File: src/rtl/adsr_32_if.sv
// Voice-control bundle between the note/parameter source and the ADSR envelope generator.
interface adsr_32_if;
    logic        gate;
    logic [13:0] attack;
    logic [13:0] decay;
    logic [31:0] sustain;
    logic [13:0] rel;
    logic [31:0] env;
    logic [2:0]  state;

    modport master (
        output gate, attack, decay, sustain, rel,
        input  env, state
    );

    modport slave (
        input  gate, attack, decay, sustain, rel,
        output env, state
    );
endinterface

File: src/rtl/adsr_32.sv
// 32-bit linear ADSR envelope generator for one synth voice.
// Optional step prescaler enabled by defining ADSR_PRESCALE_EN (tick every 2^PRESCALE_W clocks).
module adsr_32 #(
    parameter int PRESCALE_W = 4
) (
    input  logic      clk,
    input  logic      rst_n,
    adsr_32_if.slave  bus
);
    typedef enum logic [2:0] {
        ST_IDLE    = 3'd0,
        ST_ATTACK  = 3'd1,
        ST_DECAY   = 3'd2,
        ST_SUSTAIN = 3'd3,
        ST_RELEASE = 3'd4
    } state_e;

`ifdef ADSR_PRESCALE_EN
    localparam bit PRESCALE_ON = 1'b1;
`else
    localparam bit PRESCALE_ON = 1'b0;
`endif

    state_e                 state_q, state_d;
    logic [31:0]            env_q, env_d;
    logic [PRESCALE_W-1:0]  presc_q;
    logic                   tick;

    logic [32:0] sum_ext;
    logic [32:0] diff_ext;
    logic        atk_hit;
    logic        dec_hit;
    logic        rel_hit;

    // With the prescaler disabled the counter has no consumer and is trimmed away.
    always_ff @(posedge clk) begin
        if (!rst_n) begin
            presc_q <= '0;
        end else begin
            presc_q <= presc_q + {{(PRESCALE_W-1){1'b0}}, 1'b1};
        end
    end

    assign tick = PRESCALE_ON ? (&presc_q) : 1'b1;

    // 33-bit arithmetic: bit 32 flags overflow of the sum and underflow of the difference.
    assign sum_ext  = {1'b0, env_q} + {19'b0, bus.attack};
    assign diff_ext = {1'b0, env_q} - {19'b0, bus.decay};

    assign atk_hit = (bus.attack == 14'd0) || (sum_ext >= 33'h0_FFFF_FFFF);
    assign dec_hit = (bus.decay == 14'd0) || (env_q <= bus.sustain) ||
                     diff_ext[32] || (diff_ext[31:0] <= bus.sustain);
    assign rel_hit = (bus.rel == 14'd0) || (env_q <= {18'b0, bus.rel});

    always_comb begin
        state_d = state_q;
        env_d   = env_q;
        case (state_q)
            ST_IDLE: begin
                if (bus.gate) begin
                    state_d = ST_ATTACK;
                end
            end
            ST_ATTACK: begin
                if (!bus.gate) begin
                    state_d = ST_RELEASE;
                end else if (tick) begin
                    if (atk_hit) begin
                        env_d   = 32'hFFFF_FFFF;
                        state_d = ST_DECAY;
                    end else begin
                        env_d = sum_ext[31:0];
                    end
                end
            end
            ST_DECAY: begin
                if (!bus.gate) begin
                    state_d = ST_RELEASE;
                end else if (tick) begin
                    if (dec_hit) begin
                        env_d   = bus.sustain;
                        state_d = ST_SUSTAIN;
                    end else begin
                        env_d = diff_ext[31:0];
                    end
                end
            end
            ST_SUSTAIN: begin
                if (!bus.gate) begin
                    state_d = ST_RELEASE;
                end else begin
                    env_d = bus.sustain;
                end
            end
            ST_RELEASE: begin
                // Retrigger keeps the current level so a legato note does not click.
                if (bus.gate) begin
                    state_d = ST_ATTACK;
                end else if (tick) begin
                    if (rel_hit) begin
                        env_d   = 32'd0;
                        state_d = ST_IDLE;
                    end else begin
                        env_d = env_q - {18'b0, bus.rel};
                    end
                end
            end
            default: begin
                env_d   = 32'd0;
                state_d = ST_IDLE;
            end
        endcase
    end

    always_ff @(posedge clk) begin
        if (!rst_n) begin
            state_q <= ST_IDLE;
            env_q   <= 32'd0;
        end else begin
            state_q <= state_d;
            env_q   <= env_d;
        end
    end

    assign bus.env   = env_q;
    assign bus.state = state_q;
endmodule

File: src/flat_wrapper.sv
// flat-port wrapper written by rule: the top's interface ports become plain ports
module adsr_32_flat 
#(
    parameter int PRESCALE_W = 4
)
  (clk, rst_n, bus_gate, bus_attack, bus_decay, bus_sustain, bus_rel, bus_env, bus_state);
  adsr_32_if bus_i ();
  input  logic clk;
  input  logic rst_n;
  input wire logic [$bits(bus_i.gate)-1:0] bus_gate;
  input wire logic [$bits(bus_i.attack)-1:0] bus_attack;
  input wire logic [$bits(bus_i.decay)-1:0] bus_decay;
  input wire logic [$bits(bus_i.sustain)-1:0] bus_sustain;
  input wire logic [$bits(bus_i.rel)-1:0] bus_rel;
  output wire logic [$bits(bus_i.env)-1:0] bus_env;
  output wire logic [$bits(bus_i.state)-1:0] bus_state;
  assign bus_i.gate = bus_gate;
  assign bus_i.attack = bus_attack;
  assign bus_i.decay = bus_decay;
  assign bus_i.sustain = bus_sustain;
  assign bus_i.rel = bus_rel;
  assign bus_env = bus_i.env;
  assign bus_state = bus_i.state;
  adsr_32 #(.PRESCALE_W(PRESCALE_W)) u_core (.clk(clk), .rst_n(rst_n), .bus(bus_i));
endmodule
File: config.mk
export PLATFORM = sky130hd
export DESIGN_NAME = adsr_32_flat
export DESIGN_NICKNAME = d
export VERILOG_FILES = /design/src/rtl/adsr_32_if.sv /design/src/rtl/adsr_32.sv /design/src/flat_wrapper.sv
export SDC_FILE = /design/constraint.sdc
export NUM_CORES = 1
export LEC_CHECK = 0
export CAP_MARGIN = 40
export CORE_UTILIZATION = 39
export DETAILED_ROUTE_END_ITERATION = 10
export HOLD_SLACK_MARGIN = 0.15
export SYNTH_ARGS = -nofsm -noshare
export SYNTH_HDL_FRONTEND = slang
export SYNTH_SLANG_ARGS = --single-unit
File: constraint.sdc
create_clock -name clk -period 8 [get_ports clk]
set_input_delay 2.4 -clock clk [delete_from_list [all_inputs] [get_ports clk]]
set_output_delay 2.4 -clock clk [all_outputs]
set_load 0.1 [all_outputs]
# After elaboration in Yosys (flattened, before gate mapping)

Index checks and enable logic that the tools add are counted.

Register bits after elaboration: 35
Bits of input ports: 77
Output and inout port bits: 35
Word-level logic and storage cells: 51

Add/subtract/negate cells: 3
$lt $le $gt $ge: 4
Equal/unequal tests: 13
Muxes and demuxes: 17
Bitwise logic cells: 1
Reduce and logical (&&, ||, !) cells: 11

Operator list:

| cell                 | count |
|---|---|
| $mux 32              | 7 |
| $pmux 32 s5          | 1 |
| $le 32x32->1         | 2 |
| $logic_not 14->1     | 3 |
| $add 32x14->33       | 1 |
| $ge 33x32->1 const B | 1 |
| $sub 32x14->33       | 1 |
| $le 32x14->1         | 1 |
| $sub 32x14->32       | 1 |
| $mux 3               | 8 |
| $pmux 3 s5           | 1 |
| $ne 2x2->1 const B   | 6 |
| $reduce_and 5->1     | 2 |
| $ne 3x2->1 const B   | 3 |
| $eq 3x2->1 const B   | 2 |
| $logic_or 1x1->1     | 5 |
| $eq 3x1->1 const B   | 1 |
| $eq 3x3->1 const B   | 1 |
| $logic_not 3->1      | 1 |
| $not 1->1            | 1 |

# Logic depth before layout (Yosys ltp)

Gate-level depths: netlist of run 1.

Depth after elaboration: 7
Depth in mapped cells: 21
Gate-level depth less buffers: 20

# Worst setup path after synthesis of run 1

OpenSTA, ideal clock, no wires.

Path kind: input-to-reg
From: in bus_decay[3]
To: reg u_core.env_q[2] (netlist: u_core.bus.env[2])
Library setup time: 120 ps
Data arrival time: 6378 ps
Data required time: 7880 ps
Setup slack: 1502 ps
Stages: 19
Buffers on the path: 1
Cells stage by stage: inv_1 > ha_1 > or4_1 > o211ai_1 > a21boi_1 > or2_2 > nor3_1 > xor2_1 > ha_1 > and4_1 > nand4_1 > a221o_1 > nand4_1 > o21ai_0 > a211oi_1 > buf_2 > mux2i_1 > o21ai_0 > a211o_1

Longest elaborated chain between the ends: 7
Elaborated cells on any way between the ends: 9

RTL lines:

| element                                                                | line               | RTL |
|---|---|---|
| from (decl)                                                            | flat_wrapper.sv:12 | `input wire logic [$bits(bus_i.decay)-1:0] bus_decay;` |
| parallel branches: the longest is 3 deep, another holds $sub 32x14->33 | n/a                |  |
| $logic_or 1x1->1 (*)                                                   | adsr_32.sv:52      | `diff_ext[32] \|\| (diff_ext[31:0] <= bus.sustain);` |
| $mux 32 (*)                                                            | adsr_32.sv:80      | `if (dec_hit) begin` |
| $mux 32 (*)                                                            | adsr_32.sv:77      | `if (!bus.gate) begin` |
| $pmux 32 s5 (*)                                                        | adsr_32.sv:58      | `case (state_q)` |
| to (signal assigned)                                                   | adsr_32.sv:121     | `env_q <= env_d;` |
| to (decl)                                                              | adsr_32.sv:25      | `logic [31:0] env_q, env_d;` |

Every way passes the cells marked *. The select of a mux whose other input is x is not followed.
A chain may end at the register's enable or synchronous reset.

# Final worst setup path of run 1

From: in bus_decay[1]
To: reg u_core.env_q[2] (netlist: u_core.bus.env[2])

Longest elaborated chain between the ends: 7
Elaborated cells on any way between the ends: 9

RTL lines:

| element                                                                | line |
|---|---|
| parallel branches: the longest is 4 deep, another holds $sub 32x14->33 | n/a |
| $mux 32 (*)                                                            | adsr_32.sv:80 |
| $mux 32 (*)                                                            | adsr_32.sv:77 |
| $pmux 32 s5 (*)                                                        | adsr_32.sv:58 |

Marked as above.

==> run summary, run 1 <==
XOR/XNOR Fraction of Synth Area - 6.43%
total grt overflow - 0
Multi-input gate area - 6540 um^2
fin cells - 1,515
Antenna Cells - 0
terminus of the critical flop-to-flop path - u_core.bus.env[2]$_SDFFE_PN0P_
Setup CP Type - in -> reg
Worst path slowest cell - clkdlybuf4s50_1
setup TNS - 0 ns
status - finished, final reports clean
fin nets - 1,436
proportion of synthesized area in mux cells - 1.47%
Clk Latency, worst-skew pair - 0.30 ns
RR Startpoint - u_core.bus.env[1]$_SDFFE_PN0P_
drt wl/cell - 21.9 um
Warnings, synthesis - 0
adder-cell share of the synthesized area - 17.9%
WP data required - 8.19 ns
Post-Synth Simple-Gate Area - 26.4%
number of setup buffers added after CTS - 0
ratio of cells with drive above 1 in the final layout - 8.24%
Clock Path Buffers - 2
RSZ-0062 raised after global routing - no
CP cell instances - clkdlybuf4s50_1 > inv_1 > ha_1 > nor2b_1 > o31a_1 > o211ai_1 > a21boi_1 > or2_2 > nor3_1 > xor2_1 > ha_1 > and4_1 > nand4_1 > a221o_1 > nand4_1 > o21ai_0 > a211oi_4 > buf_4 > mux2i_1 > o21ai_0 > a211o_1
Post-Syn Nets - 1,308
Final Skew - 0.00663 ns
mean post-synth cell area - 6.92 um^2
core area - 19,500 um^2
CTS Hold Bufs - 0
starting density of the core - 39.9%
Largest stage delay, worst path - 0.54 ns
Synth Flop Type - dfxtp_1
Iter 0 DRT Violations - 809
CP arrival - 7.73 ns
Reg2Reg Setup Slack - 2.45 ns
die area - 20,500 um^2
Worst Hold Class - reg -> reg
Rows - 51
Tcrit/Tclk final - 94.2%
final setup fails - 0
Vias/cell - 6.20
First-pass DRT Iterations - 6
Yosys cell types - 82
Post-synth EDFFs - 0
P&R area growth vs syn - 27.5%
worst reg2reg path depth - 20
VDD IR max - 0.0778 mV
number of buffers created by CTS - 5
met2 routed WL - 14,600 um
Post-CTS Resized - 0
Min Clock Period, post-route - 7.54 ns
element type at the critical path start - primary input
Setup crit end - u_core.bus.env[2]$_SDFFE_PN0P_
crit end category - flop
critical-path maximum fanout - 14
Crit. Startpoint - bus_decay[1]
ys async rst share - 0%
register area - 701 um^2
DP Area - 9750 um^2
H-tree depth - 2
hpwl dp - 27,000 um
largest area contributor in the netlist - ha_1
placed cell count - 1,507
Worst Tran Pin Value - 0.921 ns
Ports - 112
Cells after Synth - 1,122
fmax - 133 MHz
fillers - 1,949
first-pass GRT wire length - 50,500 um
largest net degree at the start of global routing - 24
ANT nets after route - 0
Synth top cells by count - 106 x ha_1, 94 x nand2_1, 92 x a21oi_1
initial antenna violation count - 0
die height - 143 um
Root Driver - clkbuf_16
fin area - 9900 um^2
total track usage - 32.9%
Worst-path clk slew - 0.07 ns
post-synth top area share - 17.1%
via count - 9,387
PortBufs - 111
routed wire length - 33,200 um
chip width - 143 um
flops & latches, synth - 35
CTS tree - built
Slew HR - 38.0%
Synth area leaders - ha_1 17%, dfxtp_1 9.0%, a21oi_1 5.9%, o21ai_0 5.8%, nand2_1 4.5%
clk sinks - 35
gp weighted congestion - 1.11
top routing layer used - met4
synthesized area - 7760 um^2
Leak Pwr - 4.10 nW
DR DRC count - 0
combinational family with the most area after synthesis - compound AO/OA/AOI/OAI gates
Synth Area in Compound Gates - 31.8%
Metal-1 WL - 13,700 um
sequential fraction of the synthesis area - 9.03%
pwr dens - 64.8 nW/um^2
WL met3 - 2810 um
vias in the first global route - 8,727
cell with the most instances after synthesis - ha_1
Max-Cap Viols - 0
Final Max Tran Viols - 0
Hold Fails Final Rpt - 0
metal layers:
layer / track usage, % / vias to the layer above
met5: 0 / -
met4: 21.1 / 0
met2: 52.2 / 510
li1: - / 4480
met3: 4.26 / 104
met1: 42.0 / 4293
layout by cell type, fill, tap and decap left out, types with 31 or more instances in the layout:
cell type,netlist,routed
ha_1,106,106
nor3_1,41,40
dfxtp_1,35,35
nand3_1,47,47
o21ai_0,90,90
a21oi_1,92,92
nand2_1,94,94
inv_1,81,81
buf_8,0,36
xnor2_1,31,31
clkdlybuf4s50_1,0,111
nor2_1,72,72
through the flow:
step / worst slack [ns] / power, W / hold slack (ns) / util, %
after CTS: 0.582 / 0.000635 / 0.630 / 50.8
after detailed placement: 0.280 / 0.000424 / 0.619 / 50.1
after global routing: 0.109 / 0.000667 / 0.659 / 50.9
after floorplan: 1.50 / 0.000323 / 0.933 / -
final: 0.465 / 0.000641 / 0.621 / 50.9
after global placement: 0.251 / 0.000418 / 0.610 / 47.1
where the power goes:
part	total, W	switching, W	internal (W)
clock network	0.000216	0.0000942	0.000122
logic	0.000245	0.000142	0.000103
registers	0.000180	0.00000458	0.000175
total	0.000641	0.000240	0.000401
critical path: cells and delay by family:
kind                     cells  cell delay, ns
AO/OA/AOI/OAI                8            2.12
AND/OR/NAND/NOR              6            1.31
buffers and inverters        3            0.95
adder cells (fa/ha/maj)      2            0.61
multiplexers                 1            0.21
XOR/XNOR                     1            0.13
cell families (layout without fill, tap and decap cells):
family          after synthesis  count (layout)
mux                          11              11
xor+xnor                     57              57
simple gates                401             401
compound gates              374             374
flops                        35              35
fa+ha+maj                   109             109
buf+inv                     135             263
sequential cells by signal (all words and copies together) (netlist names):
name              count
u_core.bus.state      3
u_core.bus.env       32
worst min path at each step:
stage	depth (start not counted)	from	to	slack (ns)
floorplan	2	u_core.bus.env[5]$_SDFFE_PN0P_	u_core.bus.env[5]$_SDFFE_PN0P_	0.93
global placement	2	u_core.bus.env[3]$_SDFFE_PN0P_	u_core.bus.env[3]$_SDFFE_PN0P_	0.61
detailed placement	2	u_core.bus.env[6]$_SDFFE_PN0P_	u_core.bus.env[6]$_SDFFE_PN0P_	0.62
CTS	2	u_core.bus.env[6]$_SDFFE_PN0P_	u_core.bus.env[6]$_SDFFE_PN0P_	0.63
global route	2	u_core.bus.env[6]$_SDFFE_PN0P_	u_core.bus.env[6]$_SDFFE_PN0P_	0.66
finish	2	u_core.bus.env[3]$_SDFFE_PN0P_	u_core.bus.env[3]$_SDFFE_PN0P_	0.62
layout make-up:
class | instances | area share [%]
Inverter | 82 | 3.11
Sequential cell | 35 | 7.08
Timing Repair Buffer | 174 | 18.9
Tap cell | 265 | 3.35
Multi-Input combinational cell | 952 | 66.1
Clock buffer | 6 | 1.40
Clock inverter | 1 | 0.0506
(Power assumes the default switching activity.)
==> run 2, diff against run 1 <==
Settings changed: ABC_CLOCK_PERIOD_IN_PS set to 8000, CORE_UTILIZATION 39 to 35, GPL_TIMING_DRIVEN set to 0.
==> run 2 against run 1 <==
  * First-iteration DRC count grew 2.2%
  * Global-route usage decreased by 3.3 points
  * Worst hold slack about the same
  * Power is 2.6% lower
  * Via count up 1.1%
  * Sequential cell count unchanged
  * Fmax decreased by 3.2%
  * Critical endpoint is now u_core.bus.env[18]$_SDFFE_PN0P_
  * Clock power shrank 6%
  * Sequential power hardly changed
  * Register-to-register slack got worse by 0.16 ns
  * Die area up 11%
  * Highest routed layer unchanged
  * Sequential share of layout area about the same
==> run summary, run 2 (synthesized netlist as in run 1, its figures left out) <==
Worst Tran Pin Value - 0.948 ns (was 0.921 ns)
Tcrit/Tclk final - 97.3% (was 94.2%)
critical-path maximum fanout - 10 (was 14)
worst hold start - u_core.bus.env[3]$_SDFFE_PN0P_ (unchanged)
status - finished, final reports clean (unchanged)
Iter 0 DRT Violations - 827 (was 809)
most frequent cells in the layout - 111 x clkdlybuf4s50_1, 106 x ha_1, 94 x nand2_1 (unchanged)
largest net degree at the start of global routing - 11 (was 24)
CP cell instances - clkdlybuf4s50_1 > inv_1 > ha_1 > nor2b_1 > o31a_1 > o211ai_1 > a21boi_2 > or2_2 > nor3_1 > xor2_1 > ha_1 > and4_1 > nand4_1 > a221o_1 > nand4_1 > o21ai_0 > a211oi_2 > buf_2 > mux2i_1 > a2bb2oi_1 > o31a_1 (was clkdlybuf4s50_1 > inv_1 > ha_1 > nor2b_1 > o31a_1 > o211ai_1 > a21boi_1 > or2_2 > nor3_1 > xor2_1 > ha_1 > and4_1 > nand4_1 > a221o_1 > nand4_1 > o21ai_0 > a211oi_4 > buf_4 > mux2i_1 > o21ai_0 > a211o_1)
Hold Fails Final Rpt - 0 (unchanged)
starting density of the core - 35.7% (was 39.9%)
Worst-path clk slew - 0.06 ns (was 0.07 ns)
Largest stage delay, worst path - 0.58 ns (was 0.54 ns)
fmax - 129 MHz (was 133 MHz)
chip width - 151 um (was 143 um)
sequential share of power - 28.7% (was 28.1%)
Vias/cell - 6.09 (was 6.20)
Root Driver - clkbuf_16 (unchanged)
gp weighted congestion - 1.01 (was 1.11)
core area - 21,800 um^2 (was 19,500 um^2)
Largest register FFs - 32 (unchanged)
final setup fails - 0 (unchanged)
total track usage - 29.6% (was 32.9%)
DP Area - 9750 um^2 (about the same)
fillers - 2,260 (was 1,949)
pwr dens - 63.0 nW/um^2 (was 64.8 nW/um^2)
Antenna Cells - 0 (unchanged)
H-tree depth - 2 (unchanged)
P&R area growth vs syn - 27.7% (was 27.5%)
clk sinks - 35 (unchanged)
die area - 22,800 um^2 (was 20,500 um^2)
Setup CP Type - in -> reg (unchanged)
PortBufs - 111 (unchanged)
setup TNS - 0 ns (unchanged)
die height - 151 um (was 143 um)
Worst path slowest cell - clkdlybuf4s50_1 (unchanged)
Clock Path Buffers - 2 (unchanged)
Setup WS pre-CTS - -0.501 ns (was 0.280 ns)
Min Clock Period, post-route - 7.78 ns (was 7.54 ns)
number of buffers created by CTS - 5 (unchanged)
most common cell after layout, fill and taps aside - clkdlybuf4s50_1 (unchanged)
fin area - 9910 um^2 (was 9900 um^2)
Reg2Reg Setup Slack - 2.29 ns (was 2.45 ns)
Clk Latency, worst-skew pair - 0.29 ns (was 0.30 ns)
switching part of the total power - 36.8% (was 37.5%)
DR DRC count - 0 (unchanged)
hold path depth - 2 (unchanged)
CTS tree - built (unchanged)
via count - 9,492 (was 9,387)
Worst Hold Class - reg -> reg (unchanged)
First-pass DRT Iterations - 5 (was 6)
ratio of cells with drive above 1 in the final layout - 7.20% (was 8.24%)
CP arrival - 8.01 ns (was 7.73 ns)
Final Max Tran Viols - 0 (unchanged)
drt wl/cell - 21.6 um (was 21.9 um)
combinational share of power - 39.0% (was 38.2%)
terminus of the critical flop-to-flop path - u_core.bus.env[18]$_SDFFE_PN0P_ (was u_core.bus.env[2]$_SDFFE_PN0P_)
Max-Cap Viols - 0 (unchanged)
clock group share of total power - 32.3% (was 33.7%)
routed wire length - 33,600 um (was 33,200 um)
fin nets - 1,463 (was 1,436)
total grt overflow - 0 (unchanged)
Hold Path End - u_core.bus.env[3]$_SDFFE_PN0P_ (unchanged)
Psw - 0.000230 W (was 0.000240 W)
element type at the critical path start - primary input (unchanged)
Rows - 54 (was 51)
WP data required - 8.23 ns (was 8.19 ns)
RSZ-0062 raised after global routing - no (unchanged)
worst reg2reg path depth - 19 (was 20)
first-pass GRT wire length - 51,100 um (was 50,500 um)
ANT nets after route - 0 (unchanged)
Leak Pwr - 4.07 nW (was 4.10 nW)
Fin Hold WS - 0.621 ns (about the same)
worst setup margin - 0.219 ns (was 0.465 ns)
final core utilization - 45.6% (was 50.9%)
Final Skew - 0.00693 ns (was 0.00663 ns)
initial antenna violation count - 0 (unchanged)
vias in the first global route - 8,978 (was 8,727)
hpwl dp - 27,700 um (was 27,000 um)
internal power - 0.000395 W (was 0.000401 W)
RR Startpoint - u_core.bus.env[10]$_SDFFE_PN0P_ (was u_core.bus.env[1]$_SDFFE_PN0P_)
crit end category - flop (unchanged)
VDD IR max - 0.0619 mV (was 0.0778 mV)
Slew HR - 36.2% (was 38.0%)
Ports - 112 (unchanged)
## run 2: worst max path at each step
| stage | startpoint | endpoint | slack, ns | cells after the start |
|---|---|---|---|---|
| after detailed placement | bus_decay[8] | u_core.bus.env[11]$_SDFFE_PN0P_ | -0.50 | 21 |
| after global routing | bus_decay[10] | u_core.bus.env[18]$_SDFFE_PN0P_ | 0.06 | 21 |
| final | bus_decay[1] | u_core.bus.env[18]$_SDFFE_PN0P_ | 0.22 | 21 |
| after floorplan | bus_decay[3] | u_core.bus.env[2]$_SDFFE_PN0P_ | 1.50 | 19 |
| after CTS | bus_decay[8] | u_core.bus.env[11]$_SDFFE_PN0P_ | 0.02 | 21 |
| after global placement | bus_decay[8] | u_core.bus.env[11]$_SDFFE_PN0P_ | -0.46 | 21 |
## run 2: final cells by class
cell class              instances  area (um^2)  share of cell area (%)
clock buffers                   7          133                    1.34
repair buffers                148         1650                    16.6
well taps                     280          350                    3.53
clock inverters                 1         5.00                  0.0505
plain buffers                  53          235                    2.37
flip-flops and latches         35          701                    7.07
inverters                      82          308                    3.10
multi-input cells             952         6530                    65.9
## run 2: worst max-delay path: cells and delay by family
kind | cells | cell delay (ns)
compound gates | 8 | 2.03
mux | 1 | 0.37
simple gates | 6 | 1.45
buf+inv | 3 | 1.01
xor+xnor | 1 | 0.14
fa+ha+maj | 2 | 0.61
## run 2: power by group through the flow
stage / Combinational, W / Sequential (W) / Clock, W
finish: 0.000244 / 0.000179 / 0.000202
global route: 0.000266 / 0.000179 / 0.000205
CTS: 0.000240 / 0.000179 / 0.000199
detailed placement: 0.000239 / 0.000183 / 0
global placement: 0.000231 / 0.000183 / 0
floorplan: 0.000133 / 0.000190 / 0
## run 2: what timing repair did
| action | CTS | global route |
|---|---|---|
| endpoints found under the setup margin | 18 | 25 |
| hold buffers | 0 | 0 |
| resized for setup | 1 | 6 |
| pin swaps | 0 | 1 |
| buffers inserted | 0 | 1 |
## run 2: through the flow
step / power (W) / instances
final: 0.000625 / 1558
after global routing: 0.000651 / 1558
after CTS: 0.000619 / 1557
after detailed placement: 0.000422 / 1549
after global placement: 0.000414 / 1513
after floorplan: 0.000323 / 1122
## run 2: per-layer routing
layer,vias to the layer above,GRT usage (%),share of wire [%]
met5,-,0,0
met4,0,14.5,5.3
met3,114,3.52,7.1
met2,468,49.0,45
met1,4373,37.8,42
li1,4537,-,-
==> run 3, diff against run 2 <==
Settings changed: ABC_CLOCK_PERIOD_IN_PS 8000 to 7480.
Clock period 8 ns to 7.48 ns, I/O delays scaled along.
==> run 3 against run 2 <==
  * Worst setup slack got worse by 0.10 ns
  * Core utilization rose by 0.36 points
  * Power grew 7.3%
  * Combinational power rose by 7%
  * First-iteration DRC count down 5.7%
==> run summary, run 3 (synthesized netlist as in run 1, its figures left out) <==
ANT nets after route - 0 (unchanged)
fin cells - 1,559 (was 1,558)
via count - 9,598 (was 9,492)
crit end category - flop (unchanged)
Tcrit/Tclk final - 98.4%
Iter 0 DRT Violations - 780 (was 827)
largest net degree at the start of global routing - 11 (unchanged)
Hold Fails Final Rpt - 0 (unchanged)
routed wire length - 33,700 um (was 33,600 um)
vias in the first global route - 8,980 (was 8,978)
pwr dens - 67.1 nW/um^2 (was 63.0 nW/um^2)
total track usage - 29.5% (was 29.6%)
Vias/cell - 6.16 (was 6.09)
Root Driver - clkbuf_16 (unchanged)
DR DRC count - 0 (unchanged)
Largest register FFs - 32 (unchanged)
Setup WS pre-CTS - -0.865 ns (was -0.501 ns)
drt wl/cell - 21.6 um (about the same)
Leak Pwr - 4.10 nW (was 4.07 nW)
most frequent cells in the layout - 110 x clkdlybuf4s50_1, 106 x ha_1, 94 x nand2_1 (was 111 x clkdlybuf4s50_1, 106 x ha_1, 94 x nand2_1)
fmax - 136 MHz
number of buffers created by CTS - 5 (unchanged)
CP arrival - 7.48 ns (was 8.01 ns)
RSZ-0062 raised after global routing - no (unchanged)
initial antenna violation count - 0 (unchanged)
clk sinks - 35 (unchanged)
Worst-path clk slew - 0.06 ns (about the same)
die height - 151 um (unchanged)
final setup fails - 0 (unchanged)
Max-Cap Viols - 0 (unchanged)
Slew HR - 34.7% (was 36.2%)
total grt overflow - 0 (unchanged)
die area - 22,800 um^2 (unchanged)
First-pass DRT Iterations - 6 (was 5)
Setup CP Type - in -> reg (unchanged)
starting density of the core - 35.7% (unchanged)
first-pass GRT wire length - 50,900 um (was 51,100 um)
Min Clock Period, post-route - 7.36 ns
critical-path maximum fanout - 9 (was 10)
Worst Hold Class - reg -> reg (unchanged)
Antenna Cells - 0 (unchanged)
Rows - 54 (unchanged)
gp weighted congestion - 1.01 (unchanged)
ratio of cells with drive above 1 in the final layout - 7.90% (was 7.20%)
H-tree depth - 2 (unchanged)
element type at the critical path start - primary input (unchanged)
terminus of the critical flop-to-flop path - u_core.bus.env[21]$_SDFFE_PN0P_ (was u_core.bus.env[18]$_SDFFE_PN0P_)
Clock Path Buffers - 2 (unchanged)
CTS tree - built (unchanged)
hpwl dp - 27,700 um (unchanged)
RR Startpoint - u_core.bus.env[1]$_SDFFE_PN0P_ (was u_core.bus.env[10]$_SDFFE_PN0P_)
chip width - 151 um (unchanged)
fin nets - 1,464 (was 1,463)
status - finished, final reports clean (unchanged)
Reg2Reg Setup Slack - 1.99 ns (was 2.29 ns)
Final Max Tran Viols - 0 (unchanged)
Final Skew - 0.00657 ns (was 0.00693 ns)
PortBufs - 111 (unchanged)
Ports - 112 (unchanged)
placed cell count - 1,549 (unchanged)
Setup crit end - u_core.bus.env[21]$_SDFFE_PN0P_ (was u_core.bus.env[18]$_SDFFE_PN0P_)
most common cell after layout, fill and taps aside - clkdlybuf4s50_1 (unchanged)
final core utilization - 45.9% (was 45.6%)
worst reg2reg path depth - 17 (was 19)
core area - 21,800 um^2 (unchanged)
Worst Tran Pin Value - 0.970 ns (was 0.948 ns)
VDD IR max - 0.0679 mV (was 0.0619 mV)
Clk Latency, worst-skew pair - 0.29 ns (about the same)
Crit. Startpoint - bus_decay[3] (was bus_decay[1])
P&R area growth vs syn - 28.8% (was 27.7%)
worst setup margin - 0.116 ns (was 0.219 ns)
WP data required - 7.60 ns (was 8.23 ns)
-- run 3: cell types whose count changed in the layout (fill, tap and decap cells not counted), sizes merged --
| cell | before | now |
|---|---|---|
| dlymetal6s2s | 0 | 1 |
| clkdlybuf4s50 | 111 | 110 |
| buf | 51 | 52 |
-- run 3: layer usage --
layer  track usage (%)  wire, um  vias up
li1                  -         -     4549
met1              37.8     14400     4483
met2              49.2     15300      459
met3              3.10      2320      107
met4              14.1      1690        0
met5                 0         0        -
-- run 3: worst min-delay path by stage --
stage,from,endpoint,slack (ns),depth (start not counted)
after floorplan,u_core.bus.env[5]$_SDFFE_PN0P_,u_core.bus.env[5]$_SDFFE_PN0P_,0.93,2
after global placement,u_core.bus.env[3]$_SDFFE_PN0P_,u_core.bus.env[3]$_SDFFE_PN0P_,0.61,2
after detailed placement,u_core.bus.env[3]$_SDFFE_PN0P_,u_core.bus.env[3]$_SDFFE_PN0P_,0.61,2
after CTS,u_core.bus.env[3]$_SDFFE_PN0P_,u_core.bus.env[3]$_SDFFE_PN0P_,0.63,2
after global routing,u_core.bus.env[3]$_SDFFE_PN0P_,u_core.bus.env[3]$_SDFFE_PN0P_,0.68,2
final,u_core.bus.env[3]$_SDFFE_PN0P_,u_core.bus.env[3]$_SDFFE_PN0P_,0.62,2
-- run 3: layout make-up --
type                       count  area [um^2]
buffer                        53          244
clock buffer                   7          133
clock inverter                 1         5.00
fill                        2251        11800
inverter                      82          308
multi-input combinational    952         6590
sequential                    35          701
tap                          280          350
timing repair buffer         149         1660
-- run 3: power breakdown --
| part | leakage [nW] | switching (W) | internal [W] | total, W |
|---|---|---|---|---|
| Sequential | 0.282 | 0.00000384 | 0.000188 | 0.000192 |
| Clock | 0.0679 | 0.0000931 | 0.000124 | 0.000217 |
| Combinational | 3.75 | 0.000151 | 0.000111 | 0.000262 |
| Total | 4.10 | 0.000248 | 0.000423 | 0.000670 |
-- run 3: timing repair --
action,4_1_cts,5_1_grt
setup buffers,2,0
hold buffers,0,0
resized for setup,6,18
pin swaps,1,3
setup endpoints to repair,27,29
-- run 3: critical path, cell delays in order --
cell and delay (ns):
clkdlybuf4s50_1 0.47, inv_1 0.05, ha_1 0.22, or4_1 0.56
o211ai_1 0.33, a21boi_4 0.17, or2_4 0.31, nor3_1 0.24
xor2_1 0.15, ha_1 0.35, and4_1 0.22, nand4_1 0.24
a221o_1 0.36, nand4_1 0.20, or2_2 0.17, o211ai_2 0.22
o311ai_0 0.70, a311oi_1 0.25
-- run 3: per-stage QoR --
stage,area [um^2],setup TNS (ns),power (W),hold WS [ns]
after global placement,9220,-17.85,0.000443,0.612
final,9990,0,0.000670,0.623
after CTS,9920,0,0.000662,0.629
after global routing,9990,0,0.000697,0.677
after floorplan,7760,0,0.000345,0.933
after detailed placement,9750,-18.83,0.000451,0.607
